### src/rtl/seq_cnt_mchan.sv
// Multi-channel a ##1 b ##[1:MAX_GAP] c sequence detector with per-channel completion counters.
// Every channel is independent. The d input aborts a channel's sequence, and the clr input clears all counters.
module seq_cnt_mchan #(
  parameter int unsigned NCH     = 4,
  parameter int unsigned CW      = 32,
  parameter int unsigned MAX_GAP = 3,
  parameter bit          SAT     = 1'b1
) (
  input  logic              clk_top,
  input  logic              reset_n,
  input  logic [NCH-1:0]    a,
  input  logic [NCH-1:0]    b,
  input  logic [NCH-1:0]    c,
  input  logic [NCH-1:0]    d,
  input  logic              clr,
  output logic [NCH*CW-1:0] r,
  output logic [NCH-1:0]    done,
  output logic [NCH-1:0]    err,
  output logic [NCH-1:0]    busy,
  output logic [NCH-1:0]    ovf
);

  localparam int unsigned GW = $clog2(MAX_GAP + 1);

  typedef enum logic [1:0] {
    IDLE   = 2'd0,
    GOT_A  = 2'd1,
    WAIT_C = 2'd2
  } state_e;

  state_e          state_q [NCH];
  state_e          state_d [NCH];
  logic [GW-1:0]   gap_q   [NCH];
  logic [GW-1:0]   gap_d   [NCH];
  logic [CW-1:0]   cnt_q   [NCH];
  logic [CW-1:0]   cnt_d   [NCH];
  logic [NCH-1:0]  done_q, done_d;
  logic [NCH-1:0]  err_q, err_d;
  logic [NCH-1:0]  busy_q, busy_d;
  logic [NCH-1:0]  ovf_q, ovf_d;

  // State register plus all registered outputs
  always_ff @(posedge clk_top or negedge reset_n) begin
    if (!reset_n) begin
      for (int i = 0; i < NCH; i++) begin
        state_q[i] <= IDLE;
        gap_q[i]   <= '0;
        cnt_q[i]   <= '0;
      end
      done_q <= '0;
      err_q  <= '0;
      busy_q <= '0;
      ovf_q  <= '0;
    end else begin
      for (int i = 0; i < NCH; i++) begin
        state_q[i] <= state_d[i];
        gap_q[i]   <= gap_d[i];
        cnt_q[i]   <= cnt_d[i];
      end
      done_q <= done_d;
      err_q  <= err_d;
      busy_q <= busy_d;
      ovf_q  <= ovf_d;
    end
  end

  // Next-state logic; the gap counter is only meaningful while in WAIT_C
  always_comb begin
    for (int i = 0; i < NCH; i++) begin
      state_d[i] = state_q[i];
      gap_d[i]   = '0;
      unique case (state_q[i])
        IDLE: begin
          if (a[i]) state_d[i] = GOT_A;
        end
        GOT_A: begin
          if (d[i]) begin
            state_d[i] = IDLE;
          end else if (b[i]) begin
            state_d[i] = WAIT_C;
            gap_d[i]   = GW'(1);
          end else if (a[i]) begin
            state_d[i] = GOT_A;
          end else begin
            state_d[i] = IDLE;
          end
        end
        WAIT_C: begin
          if (d[i]) begin
            state_d[i] = IDLE;
          end else if (c[i]) begin
            state_d[i] = a[i] ? GOT_A : IDLE;
          end else if (gap_q[i] == GW'(MAX_GAP)) begin
            state_d[i] = IDLE;
          end else begin
            gap_d[i] = gap_q[i] + GW'(1);
          end
        end
        default: state_d[i] = IDLE;
      endcase
    end
  end

  // Output and counter logic; clr beats a coincident increment
  always_comb begin
    for (int i = 0; i < NCH; i++) begin
      done_d[i] = (state_q[i] == WAIT_C) && !d[i] && c[i];
      err_d[i]  = (state_q[i] == WAIT_C) && !d[i] && !c[i] &&
                  (gap_q[i] == GW'(MAX_GAP));
      busy_d[i] = (state_d[i] != IDLE);
      cnt_d[i]  = cnt_q[i];
      ovf_d[i]  = ovf_q[i];
      if (clr) begin
        cnt_d[i] = '0;
        ovf_d[i] = 1'b0;
      end else if (done_d[i]) begin
        if (&cnt_q[i]) begin
          ovf_d[i] = 1'b1;
          cnt_d[i] = SAT ? cnt_q[i] : '0;
        end else begin
          cnt_d[i] = cnt_q[i] + CW'(1);
        end
      end
    end
  end

  for (genvar g = 0; g < NCH; g++) begin : g_pack
    assign r[g*CW +: CW] = cnt_q[g];
  end

  assign done = done_q;
  assign err  = err_q;
  assign busy = busy_q;
  assign ovf  = ovf_q;

endmodule

### config.mk
export PLATFORM = sky130hd
export DESIGN_NAME = seq_cnt_mchan
export DESIGN_NICKNAME = d
export VERILOG_FILES = /design/src/rtl/seq_cnt_mchan.sv
export SDC_FILE = /design/constraint.sdc
export NUM_CORES = 1
export LEC_CHECK = 0
export CAP_MARGIN = 5
export CORE_MARGIN = 10
export CORE_UTILIZATION = 55
export CTS_BUF_LIST = sky130_fd_sc_hd__clkbuf_2 sky130_fd_sc_hd__clkbuf_4 sky130_fd_sc_hd__clkbuf_8
export DETAILED_ROUTE_END_ITERATION = 7
export PLACE_DENSITY = 0.8
export SLEW_MARGIN = 20
export SYNTH_ARGS = -nofsm -noshare
export SYNTH_HDL_FRONTEND = slang
export SYNTH_SLANG_ARGS = --single-unit
### constraint.sdc
create_clock -name clk_top -period 3.2 [get_ports clk_top]
set_clock_uncertainty 0.2 [all_clocks]
set_input_delay 0.64 -clock clk_top [delete_from_list [all_inputs] [get_ports clk_top]]
set_output_delay 0.64 -clock clk_top [all_outputs]
set_load 0.01 [all_outputs]
# == Word-level counts from Yosys, hierarchy flattened ==
# Index checks and enable logic that the tools add are counted.
# classes
addsub,8
eq_ne,16
n_mux,80
reduce_logical,52
# ops
operator,n
32-bit two-way mux,12
"32-bit by 1-bit adder with 32-bit output, second input constant",4
32-bit AND reduction,4
2-bit two-way mux,36
1-bit two-way mux,24
2-bit case mux with 3 select lines,4
2-bit nonzero test,12
"2-bit == test, second input constant",8
1-bit logical AND,16
2-bit case mux with 2 select lines,4
2-bit AND reduction,8
"2-bit by 1-bit adder with 2-bit output, second input constant",4
"2-bit by 1-bit == test with 1-bit output, second input constant",4
1-bit zero test,8
2-bit zero test,4
"2-bit inequality test, second input constant",4
# word_totals
ff_bits,160
output_inout_bits,144

# == Logic depth before layout (Yosys ltp) ==
# Gate-level depths: netlist (run 1).
# depth
word_depth,6
ltp_mapped,9
ltp_nobuf,8

# == Least setup slack after synthesis (run 1) ==
# No wires, ideal clock.
# synth_path
path_type,input port to flip-flop
startpoint,input port d[0]
endpoint,"register cnt_q, in the netlist r[24]"
setup_time_ns,0.125
arrival_ns,2.124
required_time_ns,2.875
slack_ns,0.751
path_stages,7
n_path_buf,1
cell_sequence,nand3b_4 > inv_2 > nand4_4 > or4_4 > buf_6 > nor3b_1 > mux2_2
# synth_between
elab_chain_len,5
# synth_lines
item,line,text
start: declaration,14,"input logic [NCH-1:0] d,"
1-bit zero test,107,done_d[i] = (state_q[i] == WAIT_C) && !d[i] && c[i];
1-bit logical AND (2 in series),107,
via done_d[0],37,"logic [NCH-1:0] done_q, done_d;"
2-bit nonzero test (no source line),-,
2-bit AND reduction (no source line),-,
end signal: indexed assignment,58,cnt_q[i] <= cnt_d[i];
end: declaration,35,logic [CW-1:0] cnt_q [NCH];
# The timed path passes the listed nets, and every way through them passes these cells.
# A chain may end at the register's enable or synchronous reset.

# == Worst setup path in the final report (run 1) ==
# layout_path
startpoint,input port d[2]
endpoint,"register cnt_q, in the netlist r[93]"
# The elaborated chain is that of the path after synthesis.

==> results_dict.tcl, run 1 <==
set metrics [dict create \
    drc_errors 0 \
    maxCapViolCount 0 \
    numCtsBuffers 17 \
    io_buffer_count 162 \
    gp_congestion 0.868 \
    tns_ns 0 \
    vias 8035 \
    grt_pass1_vias 7691 \
    power.density_nw_per_um2 385 \
    r2r-start "state_q[2]$_DFF_PN0_" \
    yosysWarnings 0 \
    critPathKind "in2reg" \
    ir_worst_vdd_uv 255 \
    dr.pass1.iters 6 \
    io_pins 163 \
    cts_buffer_depth 2 \
    synth_cells 934 \
    drtIter0Drc 662 \
    reg2reg_depth 8 \
    leakagePower_nw 4.44 \
    cp_max_fo 12 \
    synth_edf_count 0 \
    finish.utilization 0.711 \
    post-route-worst-setup-slack_ns 0.561 \
    drt_wl_total_mm 22.9 \
    die_area_um2 21600 \
    hold_start "ovf[1]$_DFFE_PN0P_" \
    hold_viol 0 \
    use_met2 0.346 \
    fmax_ghz 0.379 \
    finalCritPeriodShare 0.825 \
    wl_per_cell_um 17.2 \
    post_cts_resized 0 \
    start_kind "primary input" \
    overflow 0 \
    async_flop_share 1.00 \
    num_antenna_cells 0 \
    rr_endpoint "r[93]$_DFFE_PN0P_" \
    grt_max_degree 87 \
    synth-seq-cells 160 \
    endpoint_kind "flop" \
    grt_use_met1 0.269 \
    die_w_um 147 \
    crit_arrival_ns 2.82 \
    antenna_found_initial 0 \
    grt_use_total 0.210 \
    tritoncts "done" \
    clk_latency_ns 0.47 \
    slew_headroom 0.421 \
    synth_nets 977 \
    syn_area_per_cell_um2 9.52 \
    top_usage_layer "met2" \
    h-tree-depth 4 \
    areaGrowthSynthToFinish_pct 27.0 \
    clkSinkCount 160 \
    cts-root-buf "clkbuf_8" \
    row_count 46 \
    ys_seq_area_frac 0.450 \
    setup_viol 0 \
    hold_depth 2 \
    pre_cts_slack_ns 0.188 \
    dpl.hpwl_mm 16.6 \
    vias_per_cell 6.01 \
    grt_setup_unrepaired "no" \
    initial_utilization 0.560 \
    hold_slack_ns 0.317 \
    worst_hold_path_type "reg2reg" \
    yosysUniqueCellTypes 67 \
    synthFlopType "dfrtp_1" \
    clk_pin_slew_worst_paths_ns 0.09 \
    dieHeight_um 147 \
    regToRegSetupSlack_ns 0.57 \
    synth.cell_area_um2 8890 \
    final.min_clock_period_ns 2.64 \
    layout-drive-gt1-share 0.104 \
    gr-usage-met3 0.0522 \
    worst_pin_slew_ns 0.869 \
    grt_pass1_wl_mm 38.5 \
    worstHoldEndpoint "ovf[1]$_DFFE_PN0P_" \
    maxSlewViolCount 0 \
    power_w 0.00435 \
    required_ns 3.39 \
    final_antenna_net_count 0 \
    outcome "completed" \
    core_um2 15900 \
    final_nets 1150 \
]
report_power, final:
| part | switching [W] | total [W] | leakage, nW | internal [W] |
|---|---|---|---|---|
| Clock | 0.000776 | 0.00167 | 0.222 | 0.000893 |
| Sequential | 0.0000593 | 0.00216 | 2.22 | 0.00210 |
| Combinational | 0.000273 | 0.000522 | 2.00 | 0.000249 |
| Total | 0.00111 | 0.00435 | 4.44 | 0.00324 |
kinds of logic (layout without fill, tap and decap cells):
kind of cell	after synthesis	count (layout)	share of synthesized area
flops	160	160	0.450
mux	26	26	0.0334
xor+xnor	23	23	0.0227
buf+inv	64	250	0.0297
simple gates	431	431	0.289
compound gates	206	206	0.141
fa+ha+maj	24	24	0.0338
worst max path at each step:
stage                         startpoint           endpoint  slack, ns  cells past startpoint
floorplan                           d[0]  r[24]$_DFFE_PN0P_       0.75                      7
global placement                    c[0]  r[30]$_DFFE_PN0P_       0.24                      7
detailed placement                  d[2]  r[93]$_DFFE_PN0P_       0.19                      7
CTS                 state_q[2]$_DFF_PN0_  r[93]$_DFFE_PN0P_       0.61                      8
global route           r[73]$_DFFE_PN0P_  r[88]$_DFFE_PN0P_       0.41                      6
finish                              d[2]  r[93]$_DFFE_PN0P_       0.56                      7
timing repair:
action	in CTS	in global routing
hold buffers	1	0
hold endpoints to repair	53	0
endpoints found under the setup margin	0	0
buffers inserted	0	0
critical path, stage by stage:
cell and delay (ns):
clkdlybuf4s50_1 0.49, nand3b_4 0.22, clkinv_1 0.13, nand3_1 0.15
a211o_1 0.46, or4_1 0.56, a21oi_1 0.17
flip-flops by register name, indices dropped and copies added (netlist names):
register	cells
r	128
state_q	8
ovf	4
busy	4
done	4
err	4
gap_q	8
synthesized netlist by cell type, drive strengths merged (2+ instances only):
| library cell | n | area [um^2] |
|---|---|---|
| mux2i | 3 | 30.0 |
| a31oi | 4 | 25.0 |
| a2111oi | 2 | 17.5 |
| and3 | 8 | 50.1 |
| nand2 | 47 | 176 |
| nand4b | 4 | 35.0 |
| or2 | 6 | 37.5 |
| nand3 | 39 | 200 |
| a21oi | 84 | 420 |
| a21boi | 3 | 22.5 |
| xnor2 | 17 | 149 |
| nor4 | 18 | 170 |
| nand3b | 8 | 85.1 |
| ha | 24 | 300 |
| o211ai | 4 | 40.0 |
| clkbuf | 20 | 75.1 |
| a31o | 4 | 35.0 |
| o21ai | 54 | 270 |
| and4 | 12 | 108 |
| inv | 31 | 116 |
| clkinv | 2 | 7.51 |
| buf | 11 | 65.1 |
| nor3 | 16 | 91.3 |
| a211oi | 10 | 75.1 |
| o21ba | 2 | 20.0 |
| nand2b | 13 | 81.3 |
| nor2b | 31 | 194 |
| a311oi | 3 | 32.5 |
| nor4b | 3 | 32.5 |
| o2111ai | 2 | 17.5 |
| nor2 | 86 | 325 |
| dfrtp | 160 | 4000 |
| nor3b | 10 | 80.1 |
| a41o | 2 | 20.0 |
| xor2 | 6 | 52.6 |
| or4 | 30 | 236 |
| nand4 | 47 | 330 |
| or3 | 43 | 269 |
| o31ai | 28 | 224 |
| mux2 | 23 | 267 |
| and2 | 8 | 50.1 |
metal layers:
layer	up-vias	share of wire
met3	20	0.067
met4	0	0.012
met2	243	0.49
met1	3948	0.43
li1	3824	-
met5	-	0
cell type report:
type	count	area, um^2
inverters	33	124
multi-input cells	710	4620
fillers	1224	4600
clock inverters	13	185
repair buffers	185	1820
well taps	216	270
flip-flops and latches	160	4000
clock buffers	19	262
stage by stage:
step | instances | cell area (um^2)
3_3_place_gp | 1303 | 10800
6_report | 1336 | 11300
2_1_floorplan | 934 | 8890
4_1_cts | 1336 | 11300
5_1_grt | 1336 | 11300
3_5_place_dp | 1303 | 10800
layout by cell type, fill, tap and decap left out, types with 4 or more instances in the layout:
cell type / Yosys / final
a211oi_1: 10 / 10
a21oi_1: 84 / 84
a31o_2: 4 / 4
a31oi_1: 4 / 4
and2_1: 8 / 8
and3_1: 8 / 8
and4_1: 11 / 11
buf_4: 2 / 21
bufinv_16: 0 / 4
clkbuf_8: 0 / 19
clkdlybuf4s50_1: 0 / 160
dfrtp_1: 160 / 160
ha_1: 24 / 24
inv_1: 30 / 30
mux2_2: 21 / 21
nand2_1: 47 / 47
nand2b_1: 13 / 13
nand3_1: 38 / 38
nand3b_1: 6 / 6
nand4_1: 44 / 44
nand4b_1: 4 / 4
nor2_1: 85 / 85
nor2b_1: 31 / 31
nor3_1: 15 / 15
nor3b_1: 9 / 9
nor4_1: 13 / 13
o21ai_0: 54 / 54
o31ai_1: 27 / 27
or2_2: 6 / 6
or3_1: 43 / 43
or4_1: 27 / 27
xnor2_1: 17 / 17
xor2_1: 6 / 6
(Power assumes the default switching activity.)
==> run 2, diff against run 1 <==
--- a/config.mk
+++ b/config.mk
@@ -7,10 +7,10 @@
 export LEC_CHECK = 0
 export CAP_MARGIN = 5
 export CORE_MARGIN = 10
-export CORE_UTILIZATION = 55
+export CORE_UTILIZATION = 49
 export CTS_BUF_LIST = sky130_fd_sc_hd__clkbuf_2 sky130_fd_sc_hd__clkbuf_4 sky130_fd_sc_hd__clkbuf_8
 export DETAILED_ROUTE_END_ITERATION = 7
-export PLACE_DENSITY = 0.8
+export PLACE_DENSITY = 0.75
 export SLEW_MARGIN = 20
 export SYNTH_ARGS = -nofsm -noshare
 export SYNTH_HDL_FRONTEND = slang
==> constraint.sdc (replaced) <==
create_clock -name clk_top -period 2.14 [get_ports clk_top]
set_clock_uncertainty 0.2 [all_clocks]
set_input_delay 0.428 -clock clk_top [delete_from_list [all_inputs] [get_ports clk_top]]
set_output_delay 0.428 -clock clk_top [all_outputs]
set_load 0.01 [all_outputs]
==> run 2 against run 1 <==
Via count up 20%. The flow now finishes with violations (setup timing). Non-clock buffer count rose by 299. Critical endpoint is now r[30]$_DFFE_PN0P_. Register-to-register slack worse by 0.77 ns. Design area grew 30%. Largest power group unchanged. Critical path depth is 1 higher. Core utilization increased by 11 points.
==> results_dict.tcl, run 2 (same netlist as run 1, synthesis figures left out) <==
set metrics [dict create \
    maxSlewViolCount 0 \
    cp_max_fo 5 \
    vias 9644 \
    cts_buffer_depth 2 \
    worst_pin_slew_ns 0.513 \
    seq_power_share 0.478 \
    worst_hold_path_type "in2async" \
    die_w_um 155 \
    final.min_clock_period_ns 2.34 \
    dieHeight_um 155 \
    start_kind "flop" \
    largest_reg_flops 128 \
    startpoint "state_q[6]$_DFF_PN0_" \
    num_antenna_cells 0 \
    power.density_nw_per_um2 459 \
    drc_errors 0 \
    clkPwrFrac 0.331 \
    finish.utilization 0.817 \
    drtIter0Drc 627 \
    grt_use_met1 0.278 \
    row_count 49 \
    slew_headroom 0.658 \
    failed_checks "setup timing" \
    die_area_um2 23900 \
    post-route-cell-area_um2 14600 \
    clk_pin_slew_worst_paths_ns 0.10 \
    tritoncts "done" \
    dr.pass1.iters 5 \
    dpl.hpwl_mm 19.9 \
    final_cells 1650 \
    use_met2 0.388 \
    ir_worst_vdd_uv 577 \
    hold_viol 0 \
    finalCritPeriodShare 1.09 \
    numCtsBuffers 17 \
    outcome "complete, but fails checks" \
    layout-drive-gt1-share 0.407 \
    hold_slack_ns 0.240 \
    grt_max_degree 49 \
    gr-usage-met3 0.0588 \
    io_buffer_count 162 \
    leakagePower_nw 7.28 \
    sw_frac_of_total 0.283 \
    setup_viol 75 \
    overflow 0 \
    layout_common_cells "290 x buf_4, 147 x dfrtp_1, 82 x nor2_1" \
    r2r-start "state_q[6]$_DFF_PN0_" \
    grt_pass1_vias 9517 \
    areaGrowthSynthToFinish_pct 64.5 \
    pwr-share-comb 0.191 \
    final_common_cell "buf_4" \
    h-tree-depth 4 \
    required_ns 2.33 \
    final_nets 1451 \
    clkSinkCount 160 \
    critPathKind "reg2reg" \
    final_antenna_net_count 0 \
    dpl-instance-area_um2 12800 \
    post-route-worst-setup-slack_ns -0.199 \
    io_pins 163 \
    drt_wl_total_mm 30.8 \
    core_um2 17900 \
    wl_per_cell_um 18.7 \
    vias_per_cell 5.84 \
    initial_utilization 0.497 \
    dp.cells 1544 \
    netSwitchingPower_w 0.00190 \
    pre_cts_slack_ns -0.535 \
    top_usage_layer "met2" \
    grt_use_total 0.229 \
    fmax_ghz 0.428 \
    grt_setup_unrepaired "yes" \
    crit_arrival_ns 2.53 \
    antenna_found_initial 0 \
    reg2reg_depth 8 \
    gp_congestion 0.920 \
    endpoint_kind "flop" \
    clk_latency_ns 0.47 \
    grt_pass1_wl_mm 46.2 \
    cts-root-buf "clkbuf_8" \
    maxCapViolCount 0 \
    p_int_w 0.00481 \
]
run 2: cell count changes in the layout (fill, tap and decap cells not counted), sizes merged:
cell	change
a211o	+1
buf	+299
bufinv	-3
clkdlybuf4s50	-111
clkinv	-2
clkinvlp	+2
dlygate4sd2	+72
dlymetal6s2s	+39
inv	+3
or4	+1
run 2: critical path, stage by stage (launching register included):
cell and delay [ns]:
dfrtp_1 0.40, inv_2 0.08, ha_4 0.14, nand3b_4 0.11, inv_4 0.09, nand4_4 0.08, or4_4 0.49, or4_1 0.54
a21oi_1 0.13
run 2: final cells by class:
| class | instances | area (um^2) |
|---|---|---|
| flip-flops and latches | 160 | 4020 |
| repair buffers | 484 | 4210 |
| inverters | 33 | 134 |
| well taps | 229 | 287 |
| clock buffers | 19 | 255 |
| fillers | 1038 | 3280 |
| multi-input cells | 712 | 5590 |
| clock inverters | 13 | 130 |
run 2: timing repair:
action / in CTS / in global routing
setup endpoints to repair: 164 / 148
pin swaps: 57 / 73
hold buffers: 1 / 0
hold endpoints to repair: 35 / 0
buffers inserted: 29 / 41
gates cloned: 2 / 3
gates resized for setup: 128 / 189
run 2: path summary, 6_finish.rpt:
path	slack, ns	endpoint
hold reg to reg	0.35	gap_q[0]$_DFF_PN0_
hold / removal	0.24	r[126]$_DFFE_PN0P_
max in group asynchronous	0.86	r[48]$_DFFE_PN0P_
setup reg to reg	-0.20	r[30]$_DFFE_PN0P_
min in group clk_top	0.24	r[110]$_DFFE_PN0P_
setup / recovery	-0.20	r[30]$_DFFE_PN0P_
run 2: per-stage QoR:
step | power, W | setup TNS [ns]
global route | 0.00699 | -13.68
global placement | 0.00425 | -32.84
finish | 0.00670 | -6.03
detailed placement | 0.00429 | -37.94
floorplan | 0.00374 | -2.11
CTS | 0.00658 | -2.33
run 2: per-layer routing:
layer | routed length, um | up-vias | part of all wire
li1 | - | 4426 | -
met1 | 12500 | 4791 | 0.41
met2 | 15700 | 367 | 0.51
met3 | 2000 | 60 | 0.065
met4 | 606 | 0 | 0.020
met5 | 0 | - | 0
run 2: power by group through the flow:
stage	clock, W	sequential (W)	combinational (W)
after floorplan	0	0.00330	0.000448
after global placement	0	0.00325	0.00100
after detailed placement	0	0.00325	0.00104
after CTS	0.00225	0.00320	0.00113
after global routing	0.00237	0.00322	0.00140
final	0.00222	0.00321	0.00128
==> run 3, diff against run 2 <==
--- a/config.mk
+++ b/config.mk
@@ -6,6 +6,7 @@
 export NUM_CORES = 1
 export LEC_CHECK = 0
 export CAP_MARGIN = 5
+export CORE_ASPECT_RATIO = 0.9
 export CORE_MARGIN = 10
 export CORE_UTILIZATION = 49
 export CTS_BUF_LIST = sky130_fd_sc_hd__clkbuf_2 sky130_fd_sc_hd__clkbuf_4 sky130_fd_sc_hd__clkbuf_8
==> run 3 against run 2 <==
The run still ends with setup timing left. Critical path type unchanged. Combinational power is essentially flat. Critical path depth is the same. Sequential power is essentially flat. Maximum frequency shrank 3.7%. Global-route usage grew 0.34 points. Design area grew 1.7%. Die area is essentially flat. Non-clock buffer count grew 2. Setup slack lost 0.090 ns. Sequential share of layout area shrank 0.44 points.
==> results_dict.tcl, run 3 (same netlist as run 1, synthesis figures left out) <==
set metrics [dict create \
    final_common_cell "buf_4" \
    die_w_um 162 \
    maxCapViolCount 0 \
    row_count 46 \
    cts_buffer_depth 2 \
    clkSinkCount 160 \
    clk_latency_ns 0.46 \
    layout_common_cells "274 x buf_4, 144 x dfrtp_1, 81 x nor2_1" \
    areaGrowthSynthToFinish_pct 67.3 \
    grt_use_total 0.232 \
    endpoint_kind "flop" \
    grt_pass1_wl_mm 46.4 \
    drc_errors 0 \
    gp_congestion 0.899 \
    critPathSlowestCell "dfrtp_1" \
    fillers 983 \
    dieHeight_um 148 \
    ir_worst_vdd_uv 537 \
    final.min_clock_period_ns 2.43 \
    wl_per_cell_um 20.9 \
    power.density_nw_per_um2 455 \
    outcome "complete, but fails checks" \
    die_area_um2 23900 \
    leakagePower_nw 7.42 \
    power_w 0.00677 \
    required_ns 2.29 \
    initial_utilization 0.501 \
    drt_wl_total_mm 34.8 \
    cp_cell_sequence "inv_2 -> ha_4 -> nand3b_4 -> buf_4 -> or3_4 -> a311oi_4 -> nand4_1 -> mux2_2" \
    largest_reg_flops 128 \
    cpPeakStageDelay_ns 0.40 \
    grt_setup_unrepaired "yes" \
    vias_per_cell 6.06 \
    final_nets 1453 \
    top_layer "met5" \
    antenna_found_initial 1 \
    post-route-worst-setup-slack_ns -0.288 \
    final_antenna_net_count 0 \
    cts-root-buf "clkbuf_8" \
    clk_pin_slew_worst_paths_ns 0.09 \
    critPathKind "reg2reg" \
    vias 10100 \
    setup_viol 82 \
    io_pins 163 \
    met2_length_mm 17.1 \
    dpl.hpwl_mm 20.4 \
    finalCritPeriodShare 1.13 \
    h-tree-depth 4 \
    drt-met1-wl_mm 13.6 \
    worst_hold_path_type "in2reg" \
    failed_checks "setup timing" \
    hold_viol 0 \
    tritoncts "done" \
    io_buffer_count 162 \
    grt_pass1_vias 9272 \
    slew_headroom 0.637 \
    fmax_ghz 0.412 \
    numCtsBuffers 17 \
    hold_slack_ns 0.224 \
    start_kind "flop" \
    drtIter0Drc 879 \
    crit_arrival_ns 2.58 \
    num_antenna_cells 0 \
    cp_max_fo 5 \
    maxSlewViolCount 0 \
    overflow 0 \
    wl_met3_mm 2.81 \
    core_um2 17700 \
    layout-drive-gt1-share 0.418 \
    worst_pin_slew_ns 0.542 \
    dr.pass1.iters 6 \
    grt_max_degree 45 \
]
-- run 3: layout make-up --
class                   instances  area [um^2]  share of cell area
repair buffers                486         4370               0.294
inverters                      33          136             0.00917
clock inverters                10          115             0.00774
flip-flops and latches        160         4020               0.270
clock buffers                  21          270              0.0182
multi-input cells             712         5660               0.380
well taps                     240          300              0.0202
-- run 3: power by group --
group | total [W] | internal (W) | switching (W)
logic | 0.00127 | 0.000664 | 0.000607
registers | 0.00322 | 0.00314 | 0.0000758
clock network | 0.00229 | 0.00109 | 0.00119
-- run 3: path summary, 6_finish.rpt --
kind,startpoint,end,slack [ns],cells past startpoint
max,state_q[6]$_DFF_PN0_,r[21]$_DFFE_PN0P_,-0.29,8
min,clr,r[28]$_DFFE_PN0P_,0.22,2
max reg2reg,state_q[6]$_DFF_PN0_,r[21]$_DFFE_PN0P_,-0.29,8
min reg2reg,ovf[0]$_DFFE_PN0P_,ovf[0]$_DFFE_PN0P_,0.33,2
max in group asynchronous,reset_n,r[66]$_DFFE_PN0P_,0.84,3
min in group asynchronous,reset_n,r[117]$_DFFE_PN0P_,0.28,2
-- run 3: layer usage --
layer  up-vias  global-route usage
met1      4969               0.291
met4         2              0.0591
li1       4426                   -
met3       123              0.0614
met2       557               0.388
met5         -                   0
-- run 3: critical path, delay by kind of cell, from the launching register on --
kind                       cells  cell delay [ns]
buffers and inverters          2             0.25
AOI/OAI and AO/OA              1             0.36
adders and majority gates      1             0.16
muxes                          1             0.31
DFF                            1             0.40
and+or+nand+nor                3             0.65
-- run 3: per-stage QoR --
step	setup TNS [ns]	cells	setup slack (ns)	utilization	cell area, um^2
final	-10.22	1662	-0.288	0.839	14900
after global routing	-19.58	1662	-0.373	0.839	14900
after CTS	-3.80	1608	-0.215	0.771	13700
after detailed placement	-40.07	1549	-0.582	0.721	12800
after global placement	-35.98	1549	-0.538	0.721	12800
after floorplan	-2.11	934	-0.204	-	9110
-- run 3: repair_timing --
item,in CTS,in global routing
hold buffers,1,0
buffers inserted,25,55
resized for setup,150,208
pin swaps,61,91
setup endpoints to repair,159,163
cloned,3,4
endpoints found under the hold margin,38,0
